## config.mk

```make
export PLATFORM = sky130hd
export DESIGN_NAME = clint_timer_flat
export DESIGN_NICKNAME = d
export VERILOG_FILES = /design/src/rtl/clint_timer_if.sv /design/src/rtl/clint_timer.sv /design/src/flat_wrapper.sv
export SDC_FILE = /design/constraint.sdc
export NUM_CORES = 1
export LEC_CHECK = 0
export BUFFER_PORTS_ARGS = -buffer_cell sky130_fd_sc_hd__buf_2
export CORE_AREA = 2 2 177 179
export CTS_CLUSTER_SIZE = 14
export DETAILED_ROUTE_END_ITERATION = 6
export DIE_AREA = 0 0 179 181
export SLEW_MARGIN = 20
export SYNTH_ARGS = -nofsm -noshare
export SYNTH_HDL_FRONTEND = slang
export SYNTH_SLANG_ARGS = --single-unit
```

## constraint.sdc

```tcl
create_clock -name clk_i -period 6.8 [get_ports clk_i]
set_input_delay 0.34 -clock clk_i [delete_from_list [all_inputs] [get_ports clk_i]]
set_output_delay 0.34 -clock clk_i [all_outputs]
set_load 0.05 [all_outputs]
```

## src/rtl/clint_timer_if.sv

```systemverilog
// Bus bundle for the CLINT timer block.
// One request/response handshake, slave side in the timer.
interface clint_timer_if #(
  parameter int XLEN = 32
);
  logic            req_valid_i;
  logic            req_ready_o;
  logic            req_we_i;
  logic [15:0]     req_addr_i;
  logic [XLEN-1:0] req_wdata_i;
  logic [3:0]      req_wstrb_i;
  logic            rsp_valid_o;
  logic [XLEN-1:0] rsp_rdata_o;
  logic            rsp_err_o;

  modport slave (
    input  req_valid_i, req_we_i, req_addr_i,
    input  req_wdata_i, req_wstrb_i,
    output req_ready_o, rsp_valid_o,
    output rsp_rdata_o, rsp_err_o
  );

  modport master (
    output req_valid_i, req_we_i, req_addr_i,
    output req_wdata_i, req_wstrb_i,
    input  req_ready_o, rsp_valid_o,
    input  rsp_rdata_o, rsp_err_o
  );
endinterface

```

## src/rtl/clint_timer.sv

```systemverilog
// RISC-V CLINT: mtime/mtimecmp timer and MSIP,
// behind a two-state request/response bus.
module clint_timer #(
  parameter int TICK_DIV = 1,
  parameter int XLEN     = 32
) (
  input  logic          clk_i,
  input  logic          rst_i,
  clint_timer_if.slave  bus,
  output logic          timer_irq_o,
  output logic          sw_irq_o
);

  localparam logic [15:0] A_MSIP = 16'h0000;
  localparam logic [15:0] A_CLO  = 16'h4000;
  localparam logic [15:0] A_CHI  = 16'h4004;
  localparam logic [15:0] A_TLO  = 16'hBFF8;
  localparam logic [15:0] A_THI  = 16'hBFFC;

  typedef enum logic {S_IDLE, S_RESP} state_t;

  state_t          r_state;
  logic [15:0]     r_presc;
  logic [63:0]     r_mtime;
  logic [63:0]     r_cmp;
  logic [31:0]     r_shadow;
  logic            r_msip;
  logic            r_tirq;
  logic            r_rsp_v;
  logic [XLEN-1:0] r_rdata;
  logic            r_err;

  logic        w_acc;
  logic        w_we;
  logic        w_sel_msip;
  logic        w_sel_clo;
  logic        w_sel_chi;
  logic        w_sel_tlo;
  logic        w_sel_thi;
  logic        w_hit;
  logic        w_tick;
  logic [31:0] w_wd;
  logic [3:0]  w_st;
  logic [31:0] w_rd32;
  logic [31:0] w_thi_new;
  logic [63:0] w_mtime_nxt;

  function automatic logic [31:0] merge(
    input logic [31:0] old,
    input logic [31:0] wd,
    input logic [3:0]  st
  );
    logic [31:0] m;
    for (int b = 0; b < 4; b++)
      m[8*b +: 8] = st[b] ? wd[8*b +: 8] : old[8*b +: 8];
    return m;
  endfunction

  assign w_acc  = (r_state == S_IDLE) & bus.req_valid_i;
  assign w_we   = bus.req_we_i;
  assign w_wd   = bus.req_wdata_i[31:0];
  assign w_st   = bus.req_wstrb_i;
  assign w_tick = (r_presc == 16'(TICK_DIV - 1));
  assign w_thi_new = merge(r_mtime[63:32], w_wd, w_st);

  always_comb begin
    w_sel_msip = 1'b0;
    w_sel_clo  = 1'b0;
    w_sel_chi  = 1'b0;
    w_sel_tlo  = 1'b0;
    w_sel_thi  = 1'b0;
    w_hit      = 1'b1;
    unique case (1'b1)
      (bus.req_addr_i == A_MSIP): w_sel_msip = 1'b1;
      (bus.req_addr_i == A_CLO):  w_sel_clo  = 1'b1;
      (bus.req_addr_i == A_CHI):  w_sel_chi  = 1'b1;
      (bus.req_addr_i == A_TLO):  w_sel_tlo  = 1'b1;
      (bus.req_addr_i == A_THI):  w_sel_thi  = 1'b1;
      default:                    w_hit      = 1'b0;
    endcase
  end

  always_comb begin
    w_rd32 = '0;
    unique case (1'b1)
      w_sel_msip: w_rd32 = {31'b0, r_msip};
      w_sel_clo:  w_rd32 = r_cmp[31:0];
      w_sel_chi:  w_rd32 = r_cmp[63:32];
      w_sel_tlo:  w_rd32 = r_mtime[31:0];
      w_sel_thi:  w_rd32 = r_shadow;
      default:    w_rd32 = '0;
    endcase
  end

  // A bus write to one half beats the tick; the other half sees no carry.
  always_comb begin
    w_mtime_nxt = r_mtime + {63'b0, w_tick};
    if (w_acc & w_we & w_sel_tlo)
      w_mtime_nxt = {r_mtime[63:32],
                     merge(r_mtime[31:0], w_wd, w_st)};
    else if (w_acc & w_we & w_sel_thi)
      w_mtime_nxt = {w_thi_new, r_mtime[31:0]};
  end

  always_ff @(posedge clk_i) begin
    if (rst_i) begin
      r_state  <= S_IDLE;
      r_presc  <= '0;
      r_mtime  <= '0;
      r_cmp    <= '1;
      r_shadow <= '0;
      r_msip   <= 1'b0;
      r_tirq   <= 1'b0;
      r_rsp_v  <= 1'b0;
      r_rdata  <= '0;
      r_err    <= 1'b0;
    end else begin
      r_presc <= w_tick ? 16'd0 : r_presc + 16'd1;
      r_mtime <= w_mtime_nxt;
      r_tirq  <= (r_mtime >= r_cmp);
      unique case (r_state)
        S_IDLE: begin
          if (bus.req_valid_i) begin
            r_state <= S_RESP;
            r_rsp_v <= 1'b1;
            r_err   <= ~w_hit;
            r_rdata <= w_we ? '0 : XLEN'(w_rd32);
            if (w_we) begin
              if (w_sel_msip & w_st[0]) r_msip <= w_wd[0];
              if (w_sel_clo)
                r_cmp[31:0] <= merge(r_cmp[31:0], w_wd, w_st);
              if (w_sel_chi)
                r_cmp[63:32] <= merge(r_cmp[63:32], w_wd, w_st);
              if (w_sel_thi) r_shadow <= w_thi_new;
            end else if (w_sel_tlo) begin
              r_shadow <= r_mtime[63:32];
            end
          end
        end
        S_RESP: begin
          r_state <= S_IDLE;
          r_rsp_v <= 1'b0;
          r_rdata <= '0;
          r_err   <= 1'b0;
        end
        default: r_state <= S_IDLE;
      endcase
    end
  end

  // Outputs are forced quiet for as long as reset is held.
  assign bus.req_ready_o = (r_state == S_IDLE) & ~rst_i;
  assign bus.rsp_valid_o = r_rsp_v & ~rst_i;
  assign bus.rsp_rdata_o = r_rdata & {XLEN{~rst_i}};
  assign bus.rsp_err_o   = r_err & ~rst_i;
  assign timer_irq_o     = r_tirq & ~rst_i;
  assign sw_irq_o        = r_msip & ~rst_i;

endmodule

```

## src/flat_wrapper.sv

```systemverilog
// flat-port wrapper written by rule: the top's interface ports become plain ports
module clint_timer_flat 
#(
  parameter int TICK_DIV = 1,
  parameter int XLEN     = 32
)
  (clk_i, rst_i, timer_irq_o, sw_irq_o, bus_req_valid_i, bus_req_we_i, bus_req_addr_i, bus_req_wdata_i, bus_req_wstrb_i, bus_req_ready_o, bus_rsp_valid_o, bus_rsp_rdata_o, bus_rsp_err_o);
  clint_timer_if #(.XLEN(XLEN)) bus_i ();
  input  logic clk_i;
  input  logic rst_i;
  output logic timer_irq_o;
  output logic sw_irq_o;
  input wire logic [$bits(bus_i.req_valid_i)-1:0] bus_req_valid_i;
  input wire logic [$bits(bus_i.req_we_i)-1:0] bus_req_we_i;
  input wire logic [$bits(bus_i.req_addr_i)-1:0] bus_req_addr_i;
  input wire logic [$bits(bus_i.req_wdata_i)-1:0] bus_req_wdata_i;
  input wire logic [$bits(bus_i.req_wstrb_i)-1:0] bus_req_wstrb_i;
  output wire logic [$bits(bus_i.req_ready_o)-1:0] bus_req_ready_o;
  output wire logic [$bits(bus_i.rsp_valid_o)-1:0] bus_rsp_valid_o;
  output wire logic [$bits(bus_i.rsp_rdata_o)-1:0] bus_rsp_rdata_o;
  output wire logic [$bits(bus_i.rsp_err_o)-1:0] bus_rsp_err_o;
  assign bus_i.req_valid_i = bus_req_valid_i;
  assign bus_i.req_we_i = bus_req_we_i;
  assign bus_i.req_addr_i = bus_req_addr_i;
  assign bus_i.req_wdata_i = bus_req_wdata_i;
  assign bus_i.req_wstrb_i = bus_req_wstrb_i;
  assign bus_req_ready_o = bus_i.req_ready_o;
  assign bus_rsp_valid_o = bus_i.rsp_valid_o;
  assign bus_rsp_rdata_o = bus_i.rsp_rdata_o;
  assign bus_rsp_err_o = bus_i.rsp_err_o;
  clint_timer #(.TICK_DIV(TICK_DIV), .XLEN(XLEN)) u_core (.clk_i(clk_i), .rst_i(rst_i), .bus(bus_i), .timer_irq_o(timer_irq_o), .sw_irq_o(sw_irq_o));
endmodule
```

# --- Yosys cells after proc, flatten, opt, wreduce, memory -nomap -nowiden ---
# Cells that the tools add are included.
classes:
  bitwise_logic: 14
  magnitude_cmp: 1
  n_eq_ne: 11
  add_sub_neg: 2
  muxes: 29
  reduce_logical: 19
op_table:
  columns: ["cell", "n"]
  rows:
  - ["$mux 32", 6]
  - ["$pmux 32 s5", 1]
  - ["$add 64x1->64", 1]
  - ["$ge 64x64->1", 1]
  - ["$mux 64", 1]
  - ["$mux 8", 8]
  - ["$pmux 32 s2", 1]
  - ["$reduce_and 5->1", 8]
  - ["$and 32x32->32", 1]
  - ["$eq 16x15->1 const B", 2]
  - ["$eq 16x16->1 const B", 2]
  - ["$logic_not 16->1", 2]
  - ["$add 16x1->16 const B", 1]
  - ["$and 1x1->1", 10]
  - ["$ne 2x2->1 const B", 5]
  - ["$mux 1", 9]
  - ["$reduce_and 2->1", 4]
  - ["$reduce_and 4->1", 2]
  - ["$pmux 1 s2", 3]
  - ["$reduce_or 5->1", 1]
  - ["$ne 2x1->1 const B", 2]
  - ["$not 1->1", 3]
  - ["$reduce_bool 2->1", 1]
  - ["$reduce_or 2->1", 1]
word_totals:
  output_inout_bits: 37
  word_cells: 97
  regBits: 213
  input_bits: 56

# --- Longest topological paths before layout ---
# Gate-level depths: netlist of the first run.
logic_depth:
  word_depth: 6
  mapped_depth: 14
  mapped_depth_nobuf: 12

# --- Worst setup path before layout of the first run ---
# No wires, ideal clock.
synth_path:
  kind: "flip-flop to flip-flop"
  start: "register u_core.r_presc[0]"
  end: "register u_core.r_mtime[56]"
  path_stages_with_launch: 15
  arrival_time_ps: 3241
  n_path_buf: 2
  path_slack_ps: 3498
  required_time_ps: 6740
  setup_ps: 60
  synth_period_minus_slack_ps: 3302
  path_cell_list: "dfxtp_1 > inv_1 > ha_1 > nor4b_1 > and4_1 > ha_1 > ha_1 > nand4_1 > or3_1 > clkbuf_2 > or3_1 > clkbuf_1 > or4_1 > nor4b_2 > a311o_1"
synth_via:
  elab_chain_len: 3
synth_rtl:
  columns: ["element", "line_no", "text"]
  rows:
  - ["from (decl)", "clint_timer.sv:23", "logic [15:0] r_presc;"]
  - ["from (signal assigned)", "clint_timer.sv:118", "r_presc <= w_tick ? 16'd0 : r_presc + 16'd1;"]
  - ["$logic_not 16->1", "clint_timer.sv:63", "assign w_tick = (r_presc == 16'(TICK_DIV - 1));"]
  - ["$add 64x1->64", "clint_timer.sv:97", "w_mtime_nxt = r_mtime + {63'b0, w_tick};"]
  - ["$mux 64", "clint_timer.sv:101", "else if (w_acc & w_we & w_sel_thi)"]
  - ["to (signal assigned)", "clint_timer.sv:119", "r_mtime <= w_mtime_nxt;"]
  - ["to (decl)", "clint_timer.sv:24", "logic [63:0] r_mtime;"]
# No other way between the ends. The select of a mux whose other input is x is not followed.
# A chain may end at the register's enable or synchronous reset.

# --- Final worst setup path of the first run ---
layout_path:
  start: "register u_core.r_presc[0]"
  end: "register u_core.r_mtime[48]"
# Same word-level chain as after synthesis.

==> metrics.txt, run 1 <==
post-cts resize count 0; aggregate global routing overflow 0; worst clock skew 0.00985 ns; final setup fails 0; number of global-route vias before repair between 10,000 and 15,000; maximum operating frequency 264 MHz; WL per Instance 20.6 um; number of synthesized flops with an enable pin 0; final routed DRC violation total 0; TritonCTS sink count around 210; fillers 3,009; Initial Util roughly two fifths; Setup crit end kind flop; #FFs+latches synth 213; initial drt markers 1,157; most used cell, CP sky130_fd_sc_hd__ha_1; combined area of all synthesized cells between 10,000 and 15,000 sq um; areal power density over the cells 209 nW/um^2; fraction of registers with async set/reset 0%; fin util 45.2%; total wirelength of the detailed-routed design 39,000 um; core box area 30,300 sq um; final weighted congestion in routability-driven placement 0.936; insertion delay of the later-clocked pin in the worst-skew pair ~0.54 ns; outcome finished clean; std cell rows 64; number of instances in the synthesized netlist 1,448; DP Worst Slack 3.08 ns; synth unique cells 69; count of input and output buffers just over 90; slew of the pin with the lowest slew margin between 1 and 1.5 ns; Post-CTS Setup Inserts 0; vias per inst 6.07; unrepaired setup endpoints after global routing false; first drt pass iteration count 7; Clock Path Buffers 3; n_diodes 0; path category of the worst min-delay check primary input to flop; largest voltage drop on the vdd net 0.000154 V; final total power around 2.9 mW; crit start category flop; data required time at the worst endpoint 7.26 ns; final critical-path share of the clock period 55.6%; global-route total usage across every layer 24.0%; boundary pin count a little over 90; quantity of hold-fixing buffers added after cts 0; standby leakage power 5.56 nW; critical path data arrival time ~4.2 ns; Net Count, Synth 1,572; antenna violations before repair 1; CTS tree yes; cts bufs inserted 26; setup TNS 0 ns; height of the die 181 um; Final Net Count 1,604; clock slew at reported path FFs 0.06 ns; floorplan die area around 32,000 sq um; cell with the largest stage delay on the worst path sky130_fd_sc_hd__a2111oi_1; synthesis-to-finish area growth 13.3%; post-synthesis sequential area ratio roughly a third; final setup margin 3.02 ns; Worst path max stage delay 0.75 ns; number of nets still failing antenna checks after routing 0; cells traversed along the worst timing path inv_1 > ha_1 > nor4b_1 > and4_1 > ha_1 > ha_1 > nand4_1 > or3_1 > a2111oi_1 > nand2_1 > or4_1 > a31oi_1; Period minus WS final 3.78 ns; Main synth FF type sky130_fd_sc_hd__dfxtp_1; width of the die 179 um; setup slack, reg-to-reg 3.02 ns; average cell area after synthesis 8.35 sq um; half-perimeter wire length after detailed placement between 20,000 and 30,000 um; CTS Root Buffer Type sky130_fd_sc_hd__clkbuf_16; final count of pins violating max slew 0; wire length of the first global-routing pass ~62,000 um; Crit Path Class flop to flop; peak fanout along the critical path 8; Synthesis Warnings 0; count of maximum capacitance violations 0; total count of hold-check failures in the final report 0; fraction of layout cells with a size suffix above 1 13.8%; level count of the clock H-tree 1; tightest slew margin relative to the limit 25.1%; total number of vias 11,482; pin count of the biggest net entering global routing 74
==> through the flow <==
| step | cell area (sq um) | cells | hold slack (ns) |
|---|---|---|---|
| global placement | 12800 | 1848 | 0.444 |
| global route | 13700 | 1892 | 0.0979 |
| CTS | 13700 | 1892 | 0.0756 |
| floorplan | 12100 | 1448 | 0.425 |
| detailed placement | 12800 | 1848 | 0.445 |
| finish | 13700 | 1892 | 0.0856 |
==> flip-flops by register name, indices dropped and copies added (netlist names), 16 cells and up <==
| name | count |
|---|---|
| u_core.r_rdata | 32 |
| u_core.r_mtime | 64 |
| u_core.r_presc | 16 |
| u_core.r_shadow | 32 |
| u_core.r_cmp | 64 |
==> power breakdown <==
| group | leakage (nW) | total (mW) | internal (mW) | switching (mW) |
|---|---|---|---|---|
| logic | 3.39 | 0.127 | 0.0347 | 0.0925 |
| clock network | 0.447 | 1.48 | 0.927 | 0.551 |
| registers | 1.72 | 1.25 | 1.25 | 0.00322 |
| total | 5.56 | 2.86 | 2.21 | 0.646 |
==> path summary, 6_finish.rpt <==
| path | startpoint | cells after the start | to |
|---|---|---|---|
| setup / recovery | u_core.r_presc[0] | 12 | u_core.r_mtime[48] |
| hold / removal | bus_req_valid_i | 2 | u_core.r_rsp_v |
| setup reg to reg | u_core.r_presc[0] | 12 | u_core.r_mtime[48] |
| hold reg to reg | u_core.r_presc[0] | 1 | u_core.r_presc[0] |
==> cell usage after synthesis (6+ instances only) <==
master,n,area [sq um]
sky130_fd_sc_hd__dfxtp_1,213,4260
sky130_fd_sc_hd__nand2_1,169,634
sky130_fd_sc_hd__nor2_1,91,342
sky130_fd_sc_hd__clkbuf_1,86,323
sky130_fd_sc_hd__o211ai_1,86,646
sky130_fd_sc_hd__inv_1,75,282
sky130_fd_sc_hd__ha_1,68,851
sky130_fd_sc_hd__a21oi_1,63,315
sky130_fd_sc_hd__nand3_1,54,270
sky130_fd_sc_hd__nand4_1,44,275
sky130_fd_sc_hd__mux2i_1,42,420
sky130_fd_sc_hd__a211oi_1,39,293
sky130_fd_sc_hd__nor2b_1,38,238
sky130_fd_sc_hd__o2bb2ai_1,36,315
sky130_fd_sc_hd__mux2_2,34,383
sky130_fd_sc_hd__a222oi_1,31,310
sky130_fd_sc_hd__nor3_1,30,150
sky130_fd_sc_hd__o21ai_0,25,125
sky130_fd_sc_hd__a31oi_1,24,150
sky130_fd_sc_hd__nor4_1,22,138
sky130_fd_sc_hd__or3_1,21,131
sky130_fd_sc_hd__and3_1,19,119
sky130_fd_sc_hd__and4_1,14,123
sky130_fd_sc_hd__buf_1,11,41.3
sky130_fd_sc_hd__xor2_1,10,87.6
sky130_fd_sc_hd__xnor2_1,8,70.1
sky130_fd_sc_hd__and2_1,6,37.5
sky130_fd_sc_hd__or4_1,6,45.0
==> final cells by class <==
class,count,area [sq um],area share (%)
well taps,396,495,3.61
inverters,75,282,2.05
flip-flops and latches,213,4260,31.1
repair buffers,104,553,4.03
multi-input cells,1060,7200,52.5
clock inverters,5,103,0.748
clock buffers,39,811,5.91
==> cell usage in the layout (no fill, tap or decap), types with 27 or more instances in the layout <==
cell type / count
sky130_fd_sc_hd__inv_1: 74
sky130_fd_sc_hd__nand2_1: 169
sky130_fd_sc_hd__nor2_1: 88
sky130_fd_sc_hd__ha_1: 68
sky130_fd_sc_hd__a211oi_1: 39
sky130_fd_sc_hd__clkbuf_16: 27
sky130_fd_sc_hd__dfxtp_1: 213
sky130_fd_sc_hd__a222oi_1: 31
sky130_fd_sc_hd__mux2i_1: 42
sky130_fd_sc_hd__mux2_2: 34
sky130_fd_sc_hd__o2bb2ai_1: 36
sky130_fd_sc_hd__nor3_1: 28
sky130_fd_sc_hd__a21oi_1: 63
sky130_fd_sc_hd__nor2b_1: 38
sky130_fd_sc_hd__o211ai_1: 86
sky130_fd_sc_hd__buf_2: 91
sky130_fd_sc_hd__nand3_1: 54
sky130_fd_sc_hd__nand4_1: 44
==> per-layer routing <==
layer  vias to the layer above  GRT usage, %  wire length [um]
li1                       5512             -                 -
met3                        68          4.17              2820
met1                      5495          33.0             17700
met4                         2          6.80               952
met2                       405          38.4             17600
met5                         -             0                16
==> worst max-delay path, delay by kind of cell, from the launching register on <==
| kind | cells | cell delay (ns) |
|---|---|---|
| flip-flops | 1 | 0.33 |
| AND/OR/NAND/NOR | 6 | 1.75 |
| AO/OA/AOI/OAI | 2 | 0.91 |
| buffers and inverters | 1 | 0.06 |
| adder cells (fa/ha/maj) | 3 | 0.64 |
==> cell families (layout without fill, tap and decap cells) <==
group                    count (synthesis)  in the layout  share of synthesized area (%)
XOR/XNOR                                18             18                           1.30
adder cells (fa/ha/maj)                 68             68                           7.03
buffers and inverters                  175            223                           5.57
AND/OR/NAND/NOR                        541            541                           22.6
flip-flops                             213            213                           35.3
AO/OA/AOI/OAI                          357            357                           21.7
multiplexers                            76             76                           6.64
No activity file was read; power rests on OpenSTA's default activity.
==> run 2, diff against run 1 <==
Clock period 6.8 ns to 3.6 ns, I/O delays scaled along.
==> metrics.txt, run 2 (synthesized netlist as in run 1, its figures left out) <==
areal power density over the cells 387 nW/um^2 (+85%); level count of the clock H-tree 1 (unchanged); crit start category flop; clock slew at reported path FFs 0.06 ns (about the same); count of maximum capacitance violations 0 (unchanged); Crit Path Class flop to flop; floorplan die area 32,400 sq um (unchanged); setup TNS 0 ns (unchanged); number of global-route vias before repair 11,073 (-0.53%); Post-CTS Setup Inserts 0 (unchanged); synthesis-to-finish area growth 17.9%; aggregate global routing overflow 0 (unchanged); Initial Util 39.9% (unchanged); slew of the pin with the lowest slew margin 1.05 ns (-0.0657 ns); largest registers ranked by flip-flop count u_core.r_cmp (64), u_core.r_mtime (64); final count of pins violating max slew 0 (unchanged); maximum operating frequency 293 MHz (+11%); width of the die 179 um (unchanged); most used cell, CP sky130_fd_sc_hd__or4_4; cell with the largest stage delay on the worst path sky130_fd_sc_hd__or4_4; total number of vias 11,627 (+1.3%); total count of hold-check failures in the final report 0 (unchanged); critical path data arrival time 3.88 ns (-0.36 ns); number of nets still failing antenna checks after routing 0 (unchanged); vias per inst 5.96 (-1.8%); final routed DRC violation total 0 (unchanged); global-route total usage across every layer 24.4% (+0.40 points); count of input and output buffers 92 (unchanged); WL per Instance 20.3 um (-1.7%); height of the die 181 um (unchanged); total wirelength of the detailed-routed design 39,600 um (+1.4%); final critical-path share of the clock period 94.9% (+39 points); peak fanout along the critical path 8 (unchanged); top library cells by usage in the layout, fill and taps aside 213 x sky130_fd_sc_hd__dfxtp_1, 169 x sky130_fd_sc_hd__nand2_1, 91 x sky130_fd_sc_hd__buf_2, 88 x sky130_fd_sc_hd__nor2_1, 86 x sky130_fd_sc_hd__o211ai_1; TritonCTS sink count 213 (unchanged); commonest non-fill, non-tap cell in the layout sky130_fd_sc_hd__dfxtp_1; Inst Count DP 1,872 (+1.3%); largest voltage drop on the vdd net 0.000281 V (+82%); std cell rows 64 (unchanged); pin count of the biggest net entering global routing 51 (-31%); antenna violations before repair 2 (+1); core box area 30,300 sq um (unchanged); Setup crit end kind flop; n_diodes 0 (unchanged); cts bufs inserted 26 (unchanged); CTS Root Buffer Type sky130_fd_sc_hd__clkbuf_16; initial drt markers 1,174 (+1.5%); standby leakage power 5.85 nW (+5.1%); Period minus WS final 3.42 ns (-0.365 ns); outcome finished clean; unrepaired setup endpoints after global routing false; final setup fails 0 (unchanged); half-perimeter wire length after detailed placement 28,500 um (+3.9%); fraction of layout cells with a size suffix above 1 15.2% (+1.4 points); fin util 47.0% (+1.8 points); Worst path max stage delay 0.62 ns (-0.13 ns); path category of the worst min-delay check primary input to flop; insertion delay of the later-clocked pin in the worst-skew pair 0.54 ns (about the same); wire length of the first global-routing pass 63,200 um (+2.2%); data required time at the worst endpoint 4.06 ns (-3.20 ns); boundary pin count 93 (unchanged); tightest slew margin relative to the limit 29.7% (+4.6 points); cells traversed along the worst timing path inv_1 > ha_1 > nor4b_2 > and4_1 > ha_2 > nand3_2 > or4_4 > or2_4 > or4_4 > or3_1 > a31oi_1; CTS tree yes; Clock Path Buffers 3 (unchanged); Final Net Count 1,661 (+3.6%); final cell count without fillers 1,951 (+3.1%); final weighted congestion in routability-driven placement 0.926 (-1.0%); worst clock skew 0.0134 ns (+0.00352 ns); first drt pass iteration count 6 (-1)
==> run 2: cell types whose count changed in the layout (fill, tap and decap cells not counted), moves of 2 or more <==
cell,change
sky130_fd_sc_hd__dlygate4sd3_1,+33
sky130_fd_sc_hd__buf_4,+24
sky130_fd_sc_hd__clkbuf_8,-4
sky130_fd_sc_hd__clkinv_2,+5
sky130_fd_sc_hd__bufinv_16,+2
==> run 2: repair_timing <==
action                                 CTS  global route
endpoints found under the hold margin  101             0
setup endpoints to repair                0             9
resized for setup                        0             4
hold buffers                            33             0
==> run 2: through the flow <==
step	power [mW]	instance area, sq um	worst slack [ns]	hold WS [ns]
finish	5.51	14300	0.183	0.0759
global route	5.69	14300	0.0146	0.0967
CTS	5.57	14200	0.0163	0.0553
detailed placement	2.66	13000	0.0436	0.451
global placement	2.66	13000	0.104	0.441
floorplan	2.54	12100	0.298	0.290
==> run 2: area by class of cell <==
class | instances | area [sq um]
clock buffers | 35 | 756
well taps | 396 | 495
flip-flops and latches | 213 | 4260
repair buffers | 161 | 1060
clock inverters | 11 | 180
fillers | 2950 | 16100
multi-input cells | 1060 | 7220
inverters | 75 | 282
==> run 2: worst paths after layout <==
check / from / endpoint / slack [ns] / cells after the start
max: u_core.r_presc[0] / u_core.r_mtime[61] / 0.18 / 11
min reg2reg: u_core.r_presc[0] / u_core.r_presc[0] / 0.46 / 1
max reg2reg: u_core.r_presc[0] / u_core.r_mtime[61] / 0.18 / 11
min: bus_req_wstrb_i[2] / u_core.r_mtime[52] / 0.08 / 3
==> run 2: worst max-delay path: cells and delay by family (launching register included) <==
kind,cells,cell delay (ns)
buffers and inverters,1,0.06
adder cells (fa/ha/maj),2,0.36
AND/OR/NAND/NOR,7,2.40
AO/OA/AOI/OAI,1,0.18
flip-flops,1,0.33
==> run 2: report_power, final <==
part           internal [mW]  leakage [nW]  switching (mW)
logic                 0.0917          3.66           0.181
registers               2.36          1.72         0.00617
clock network           1.82         0.466            1.06
total                   4.27          5.85            1.24
==> run 2: metal layers <==
| metal | routed length, um | part of all wire, % | track usage, % | vias to the layer above |
|---|---|---|---|---|
| li1 | - | - | - | 5605 |
| met3 | 3010 | 7.6 | 4.12 | 67 |
| met4 | 911 | 2.3 | 6.67 | 4 |
| met5 | 27 | 0.068 | 0 | - |
| met1 | 18000 | 46 | 34.6 | 5497 |
| met2 | 17600 | 45 | 37.9 | 454 |
